File: config.mk
export PLATFORM = sky130hd
export DESIGN_NAME = player_health_ctrl
export DESIGN_NICKNAME = d
export VERILOG_FILES = /design/src/rtl/game_pkg.sv /design/src/rtl/frame_down_counter.sv /design/src/rtl/player_health_ctrl.sv
export SDC_FILE = /design/constraint.sdc
export NUM_CORES = 1
export LEC_CHECK = 0
export ABC_AREA = 1
export BUFFER_PORTS_ARGS = -buffer_cell sky130_fd_sc_hd__buf_2
export CAP_MARGIN = 30
export CORE_MARGIN = 5
export CORE_UTILIZATION = 63
export CTS_CLUSTER_SIZE = 16
export DETAILED_ROUTE_END_ITERATION = 8
export MAX_ROUTING_LAYER = met4
export PLACE_DENSITY = 0.88
export REMOVE_ABC_BUFFERS = 1
export SLEW_MARGIN = 5
export SYNTH_ARGS = -nofsm -noshare
export SYNTH_HDL_FRONTEND = slang
export SYNTH_SLANG_ARGS = --single-unit
File: constraint.sdc
create_clock -name clk -period 4.7 [get_ports clk]
set_clock_uncertainty 0.2 [all_clocks]
set_input_delay 0.47 -clock clk [delete_from_list [all_inputs] [get_ports clk]]
set_output_delay 0.47 -clock clk [all_outputs]
set_load 0.01 [all_outputs]
File: src/rtl/game_pkg.sv
// Shared definitions for the game datapath blocks.
//   - hp_state_e : player health controller states
//   - HP_W/hp_t  : hit-point width and type
//   - pos_t      : packed sprite position, x in [19:10], y in [9:0]
package game_pkg;

    localparam int HP_W = 4;
    typedef logic [HP_W-1:0] hp_t;

    typedef enum logic [1:0] {
        ST_ALIVE  = 2'd0,
        ST_INVULN = 2'd1,
        ST_DEAD   = 2'd2
    } hp_state_e;

    localparam int POS_W     = 20;
    localparam int POS_X_MSB = 19;
    localparam int POS_X_LSB = 10;
    localparam int POS_Y_MSB = 9;
    localparam int POS_Y_LSB = 0;
    typedef logic [POS_W-1:0] pos_t;

    function automatic logic [9:0] pos_x(input pos_t p);
        return p[POS_X_MSB:POS_X_LSB];
    endfunction

    function automatic logic [9:0] pos_y(input pos_t p);
        return p[POS_Y_MSB:POS_Y_LSB];
    endfunction

    // +1 that holds at the ceiling instead of wrapping.
    function automatic hp_t hp_sat_inc(input hp_t hp, input hp_t max_hp);
        return (hp >= max_hp) ? max_hp : hp + hp_t'(1);
    endfunction

endpackage

File: src/rtl/frame_down_counter.sv
// Loadable down-counter advanced by a frame strobe. Holds at zero.
// Ports:
//   clk, rst_n  : clock, async active-low reset (clears to 0)
//   clr         : synchronous clear, highest priority
//   load        : load load_value (beats en)
//   load_value  : reload value
//   en          : decrement enable (frame tick)
//   value       : current count
//   zero        : value == 0
module frame_down_counter #(
    parameter int WIDTH = 4
) (
    input  logic             clk,
    input  logic             rst_n,
    input  logic             clr,
    input  logic             load,
    input  logic [WIDTH-1:0] load_value,
    input  logic             en,
    output logic [WIDTH-1:0] value,
    output logic             zero
);

    logic [WIDTH-1:0] cnt_q;

    always_ff @(posedge clk or negedge rst_n) begin
        if (!rst_n) begin
            cnt_q <= '0;
        end else if (clr) begin
            cnt_q <= '0;
        end else if (load) begin
            cnt_q <= load_value;
        end else if (en && (cnt_q != '0)) begin
            cnt_q <= cnt_q - WIDTH'(1);
        end
    end

    assign value = cnt_q;
    assign zero  = (cnt_q == '0);

endmodule

File: src/rtl/player_health_ctrl.sv
// Player hit-point owner. Turns the collision level into discrete hits,
// runs a blinking invulnerability window after a non-fatal hit and flags
// game over.
// Ports:
//   clk, rst_n      : clock, async active-low reset
//   frame_tick      : one-clk strobe per video frame
//   enemy_collide   : raw collision level (registered before use)
//   heal_req        : one-clk strobe, +1 hp (saturating)
//   restart         : one-clk strobe, revive with full hp
//   hp              : current hit points
//   hit_pulse       : one-clk strobe when damage is applied
//   invuln          : high during the invulnerability window
//   sprite_visible  : player sprite enable
//   game_over       : high while dead
//
// state      | meaning
// -----------+-----------------------------------------------
// ST_ALIVE   | vulnerable, a registered collision costs DAMAGE
// ST_INVULN  | post-hit window, collisions ignored, sprite blinks
// ST_DEAD    | hp is 0, waits for restart
module player_health_ctrl
    import game_pkg::*;
#(
    parameter int MAX_HP        = 5,
    parameter int DAMAGE        = 1,
    parameter int INVULN_FRAMES = 90,
    parameter int BLINK_FRAMES  = 8
) (
    input  logic            clk,
    input  logic            rst_n,
    input  logic            frame_tick,
    input  logic            enemy_collide,
    input  logic            heal_req,
    input  logic            restart,
    output logic [HP_W-1:0] hp,
    output logic            hit_pulse,
    output logic            invuln,
    output logic            sprite_visible,
    output logic            game_over
);

    localparam int INV_W = $clog2(INVULN_FRAMES + 1);
    localparam int BLK_W = $clog2(BLINK_FRAMES + 1);

    localparam hp_t             MAX_HP_C = hp_t'(MAX_HP);
    localparam hp_t             DMG_C    = hp_t'(DAMAGE);
    localparam logic [INV_W-1:0] INV_LOAD = INV_W'(INVULN_FRAMES);
    localparam logic [BLK_W-1:0] BLK_LOAD = BLK_W'(BLINK_FRAMES);

    hp_state_e state_q;
    hp_t       hp_q;
    logic      coll_q;
    logic      hit_pulse_q;
    logic      invuln_q;
    logic      visible_q;
    logic      game_over_q;

    logic [INV_W-1:0] inv_val;
    logic             inv_zero;
    logic [BLK_W-1:0] blk_val;
    logic             blk_zero;

    logic hit_take;
    logic hit_survive;
    logic tick_en;
    logic inv_expire;
    logic blink_wrap;

    assign hit_take    = (state_q == ST_ALIVE) && coll_q && !restart;
    assign hit_survive = hit_take && (hp_q > DMG_C);
    assign tick_en     = (state_q == ST_INVULN) && frame_tick && !restart;
    // The zero terms only matter if a counter were somehow already empty
    // in INVULN; they keep the FSM from getting stuck there.
    assign inv_expire  = tick_en && ((inv_val == INV_W'(1)) || inv_zero);
    assign blink_wrap  = tick_en && ((blk_val == BLK_W'(1)) || blk_zero);

    frame_down_counter #(.WIDTH(INV_W)) u_inv_cnt (
        .clk        (clk),
        .rst_n      (rst_n),
        .clr        (restart),
        .load       (hit_survive),
        .load_value (INV_LOAD),
        .en         (tick_en),
        .value      (inv_val),
        .zero       (inv_zero)
    );

    frame_down_counter #(.WIDTH(BLK_W)) u_blink_cnt (
        .clk        (clk),
        .rst_n      (rst_n),
        .clr        (restart),
        .load       (hit_survive || blink_wrap),
        .load_value (BLK_LOAD),
        .en         (tick_en),
        .value      (blk_val),
        .zero       (blk_zero)
    );

    always_ff @(posedge clk or negedge rst_n) begin
        if (!rst_n) begin
            state_q     <= ST_ALIVE;
            hp_q        <= MAX_HP_C;
            coll_q      <= 1'b0;
            hit_pulse_q <= 1'b0;
            invuln_q    <= 1'b0;
            visible_q   <= 1'b1;
            game_over_q <= 1'b0;
        end else begin
            coll_q      <= enemy_collide;
            hit_pulse_q <= 1'b0;
            if (restart) begin
                state_q     <= ST_ALIVE;
                hp_q        <= MAX_HP_C;
                invuln_q    <= 1'b0;
                visible_q   <= 1'b1;
                game_over_q <= 1'b0;
            end else begin
                case (state_q)
                    ST_ALIVE: begin
                        // A hit wins over a same-cycle heal; the heal is lost.
                        if (hit_take) begin
                            hit_pulse_q <= 1'b1;
                            visible_q   <= 1'b0;
                            if (hit_survive) begin
                                hp_q     <= hp_q - DMG_C;
                                state_q  <= ST_INVULN;
                                invuln_q <= 1'b1;
                            end else begin
                                hp_q        <= '0;
                                state_q     <= ST_DEAD;
                                game_over_q <= 1'b1;
                            end
                        end else if (heal_req) begin
                            hp_q <= hp_sat_inc(hp_q, MAX_HP_C);
                        end
                    end
                    ST_INVULN: begin
                        if (heal_req) begin
                            hp_q <= hp_sat_inc(hp_q, MAX_HP_C);
                        end
                        if (inv_expire) begin
                            state_q   <= ST_ALIVE;
                            invuln_q  <= 1'b0;
                            visible_q <= 1'b1;
                        end else if (blink_wrap) begin
                            visible_q <= ~visible_q;
                        end
                    end
                    ST_DEAD: begin
                        game_over_q <= 1'b1;
                        visible_q   <= 1'b0;
                    end
                    default: begin
                        state_q   <= ST_ALIVE;
                        invuln_q  <= 1'b0;
                        visible_q <= 1'b1;
                    end
                endcase
            end
        end
    end

    assign hp             = hp_q;
    assign hit_pulse      = hit_pulse_q;
    assign invuln         = invuln_q;
    assign sprite_visible = visible_q;
    assign game_over      = game_over_q;

endmodule

# After elaboration in Yosys (flattened, before gate mapping)

Index checks and enable logic that the tools add are counted.
W data, S select, Z words.

Flip-flop bits (word level): 22
ROM bits: 0
Memory bits (writable): 0
Memories kept: 0
Bits in latches: 0
Word-level logic and storage cells: 86
Output and inout port bits: 8

Reductions and logical operators: 26
Div/mod/pow operators: 0
Shift-type cells: 0
Add/subtract/negate cells: 4
Bitwise operators: 1
$mul: 0
Muxes and demuxes: 34
Eq/ne operators: 10
Order comparisons: 2

Operator list:

| cell                  | count |
|---|---|
| $mux W4               | 8 |
| $mux W7               | 3 |
| $mux W1               | 14 |
| $ne A3 B3 Y1 const B  | 4 |
| $reduce_bool A3 Y1    | 4 |
| $logic_and A1 B1 Y1   | 9 |
| $mux W2               | 4 |
| $pmux W4 S2           | 1 |
| $sub A4 B1 Y4 const B | 2 |
| $eq A7 B1 Y1 const B  | 1 |
| $logic_not A7 Y1      | 1 |
| $reduce_bool A7 Y1    | 1 |
| $sub A7 B1 Y7 const B | 1 |
| $pmux W1 S3           | 2 |
| $pmux W2 S3           | 1 |
| $reduce_and A3 Y1     | 2 |
| $add A4 B1 Y4 const B | 1 |
| $eq A4 B1 Y1 const B  | 1 |
| $ge A4 B3 Y1 const B  | 1 |
| $gt A4 B1 Y1 const B  | 1 |
| $logic_not A4 Y1      | 1 |
| $ne A4 B4 Y1 const B  | 1 |
| $reduce_and A4 Y1     | 1 |
| $reduce_bool A4 Y1    | 1 |
| other kinds (9)       | 11 |

# Longest topological paths before layout

Depth after elaboration: 8
Mapped depth: 11
Gate-level depth less buffers: 11

# By module

Synthesis repeated with hierarchy kept, for this count alone.

Cells, all modules: 243
Area, all modules: 1,712.9 µm²

By module, submodules not included:

| module                           | instances | cells each | sequential area each (µm²) | area an instance (µm²) |
|---|---|---|---|---|
| player_health_ctrl               | 1         | 124        | 279.0                      | 837.1 |
| frame_down_counter (u_inv_cnt)   | 1         | 77         | 175.2                      | 543.0 |
| frame_down_counter (u_blink_cnt) | 1         | 42         | 100.1                      | 332.8 |

# Least setup slack after synthesis

No wires, ideal clock.

Kind: register to register
Start point: register hp_q[0], in the netlist hp[0]
End point: register u_inv_cnt.cnt_q[2], in the netlist u_inv_cnt.value[2]
Buffers on the path: 0
Arrival time: 1.627 ns
Data required time: 4.382 ns
Clock period less this slack: 1.945 ns
Setup time: 0.118 ns
Path slack: 2.755 ns
Stages on the path, launching flop included: 11
Cells stage by stage: dfstp_2 inv_1 ha_1 nor2_2 nor2_8 nor2_8 nor2_4 nand2_4 inv_4 nand2_1 o21ai_2

Cells in the longest elaborated chain, start to end: 4
Elaborated cells on any way between the ends: 5
Classes of those cells: order compare: 1; mux: 2; reduce/logical: 2

RTL lines:

| item                    | RTL line                  | RTL |
|---|---|---|
| start, declared         | player_health_ctrl.sv:51  | `hp_t hp_q;` |
| start signal, assigned  | player_health_ctrl.sv:125 | `hp_q <= hp_q - DMG_C;` |
| start signal, assigned  | player_health_ctrl.sv:134 | `hp_q <= hp_sat_inc(hp_q, MAX_HP_C);` |
| start signal, assigned  | player_health_ctrl.sv:139 | `hp_q <= hp_sat_inc(hp_q, MAX_HP_C);` |
| $gt A4 B1 Y1 (*)        | player_health_ctrl.sv:70  | `assign hit_survive = hit_take && (hp_q > DMG_C);` |
| $logic_and A1 B1 Y1 (*) | player_health_ctrl.sv:70  |  |
| $mux W7                 | frame_down_counter.sv:30  | `end else if (load) begin` |
| $mux W7                 | frame_down_counter.sv:28  | `end else if (clr) begin` |
| end signal, assigned    | frame_down_counter.sv:31  | `cnt_q <= load_value;` |
| end signal, assigned    | frame_down_counter.sv:33  | `cnt_q <= cnt_q - WIDTH'(1);` |
| end, declared           | frame_down_counter.sv:23  | `logic [WIDTH-1:0] cnt_q;` |

Mark *: on every way between the ends. The rest lies on a longest branch, timed or not.
A chain may end at the register's enable or synchronous reset.

# Final worst setup path

Same ends and word-level chain as after synthesis.

==> out/results.ini <==
[worst_setup_path]
worstReg2RegEnd = u_inv_cnt.value[2]
r2r-start = hp[0]
cp_num_buf_inv = 2
crit_slowest_cell = dfstp_2
path_depth = 10
worstRegToRegCells = 10
crit_fanout = 9
crit_path_end_kind = register
crit_arrival_ns = 2.09
r2r_slack_ns = 2.63
worstPathRequired_ns = 4.71
crit_chain = inv_1, ha_1, nor2_2, nor2_8, nor2_8, nor2_4, nand2_4, inv_4, nand2_1, o21ai_2
path_class = reg -> reg
cp-start-kind = register
path_common_cell = nor2_8
cp_top_family = simple AND/OR/NAND/NOR gates
cp_slowest_stage_delay_ns = 0.60

[pwr]
leakage_uw = 0.0009160
p_total_uw = 645.2
power_density_nw_per_um2 = 388.0
peakVddDrop_v = 0.0002650

[route]
routedLengthMet1_microns = 1439
dr.pass1.iters = 4
postRouteWirelength_microns = 3009
highest_layer = met4
dr_wl_met3_microns = 95
wl_met2_microns = 1435
ant_nets = 0
drc = 0
post_drt_wl_per_cell_microns = 12.04
drt-initial-drc-count = 42
vias_per_cell = 5.200
routed-via-count = 1300

[sta]
timing.fmax_mhz = 482.0
period_share_pct = 44.14
period_minus_slack_ns = 2.075
slew_viol_final = 0
hold_viol = 0
setup_viol_count_final = 0
max_slew_margin_pct = 67.09
tightest_slew_ns = 0.4937
tns_ns = 0
rsz0062_at_grt = false

[cts]
cts_num_sinks = 22
numCtsBuffers = 3
clk_pin_slew_worst_paths_ns = 0.12
cts_hold_buffers = 1
tritoncts = done
h-tree-depth = 1
post_cts_buffers = 0
clockBufferDepth = 2
clock_latency_ns = 0.31
clockRootBuffer = clkbuf_4
ctsResizeCount = 0

[global_route]
grt_max_degree = 23
antenna_found_initial = 0
grt_pass1_wl_microns = 5354
overflow = 0
first_global_vias = 1219
grt_use_total_pct = 20.14

[cells_and_area]
area_delta_synth_final_pct = 7.961
layout_commonest_cell = nand2_1
final_cell_mix = 60 x nand2_1, 29 x inv_1, 19 x dfrtp_1
final_nets = 235
drive_above_1_share_pct = 18.18
antenna_cells = 0

[outcome]
outcome = finished clean

[placed_design]
place.gp.congestion = 0.8933
portBuffers = 13
dpl.hpwl_microns = 2397

[job]
maxCapViolations = 0

[logic_synthesis]
yosysWarnings = 0
seq_area_frac_synth_pct = 35.99
synth_cell_types = 31
synth_seq_cells = 22
syn_area_per_cell_sq_um = 7.513
syn_area_sq_um = 1540
syn_inst = 205

[floorplanning]
die_x_microns = 59.45
die_area_sq_um = 3534
rows = 18
core-area_sq_um = 2410
die_h_microns = 59.45
io_pins = 14
initial_utilization_pct = 63.91

[hold_path]
hold_end = coll_q
min_path_cells = 1
hold_start = enemy_collide
min_path_type = in -> reg

-- layer usage --
| metal | global-route usage [%] | vias to the layer above |
|---|---|---|
| met5 | - | - |
| met4 | 6.149 | 0 |
| met3 | 1.961 | 5 |
| met2 | 30.58 | 20 |
| met1 | 28.32 | 604 |
| li1 | - | 671 |
-- through the flow --
step	hold WS (ns)	area (sq um)	std cells	util (%)	worst slack (ns)
floorplan	-0.02559	1514	202	-	2.755
global placement	0.2579	1617	245	67.08	2.739
detailed placement	0.2581	1617	245	67.08	2.662
CTS	0.05064	1663	250	69.00	2.636
global route	0.04243	1663	250	69.00	2.523
finish	0.05415	1663	250	69.00	2.625
-- worst max path at each step --
stage | slack (ns) | startpoint | endpoint
finish | 2.63 | hp[0] | u_inv_cnt.value[2]
floorplan | 2.76 | hp[0] | u_inv_cnt.value[2]
global route | 2.52 | hp[0] | u_inv_cnt.value[3]
global placement | 2.74 | hp[0] | u_inv_cnt.value[2]
detailed placement | 2.66 | hp[0] | u_inv_cnt.value[3]
CTS | 2.64 | hp[0] | u_inv_cnt.value[3]
-- synth_stat cells, drive strengths merged --
cell    number  area, sq um
nand2       64        260.3
o211ai       2        15.01
clkinv       1        5.000
buf          2        22.52
dfrtp       19        475.5
clkbuf       1        3.750
nor2        22        137.6
nand3       19        112.6
xnor2        1        8.760
nor3         3        15.01
dfstp        3        78.83
nand4        3        18.77
nand3b       1        7.510
nor4         1        6.260
a21oi        6        30.03
xor2         6        52.55
inv         33        128.9
ha           8        100.1
nor3b        1        12.51
o21ai        9        48.79
-- sequential cells by signal, indices dropped and copies added (netlist names) --
register	count
coll_q	1
hit_pulse	1
u_inv_cnt.value	7
state_q	2
sprite_visible	1
u_blink_cnt.value	4
hp	4
game_over	1
invuln	1
-- kinds of logic after synthesis --
logic type	Yosys count	share of synthesized area, %
and+or+nand+nor	114	37.04
buffers and inverters	37	10.40
DFF	22	35.99
AOI/OAI and AO/OA	17	6.092
adders and majority gates	8	6.499
xor gates and xnor gates	7	3.981
-- where the power goes --
group | switching, uW | internal, uW
clock network | 58.2 | 47.3
registers | 39.7 | 229
logic | 169 | 102
total | 267 | 378
-- area by class of cell --
cell class | instances | area (sq um)
Tap cell | 30 | 37.54
Multi-Input combinational cell | 146 | 825.8
Clock buffer | 4 | 36.28
Timing Repair Buffer | 14 | 75.07
Sequential cell | 22 | 554.3
Inverter | 34 | 133.9
Fill cell | 194 | 747.0
No activity file was read; power rests on OpenSTA's default activity.
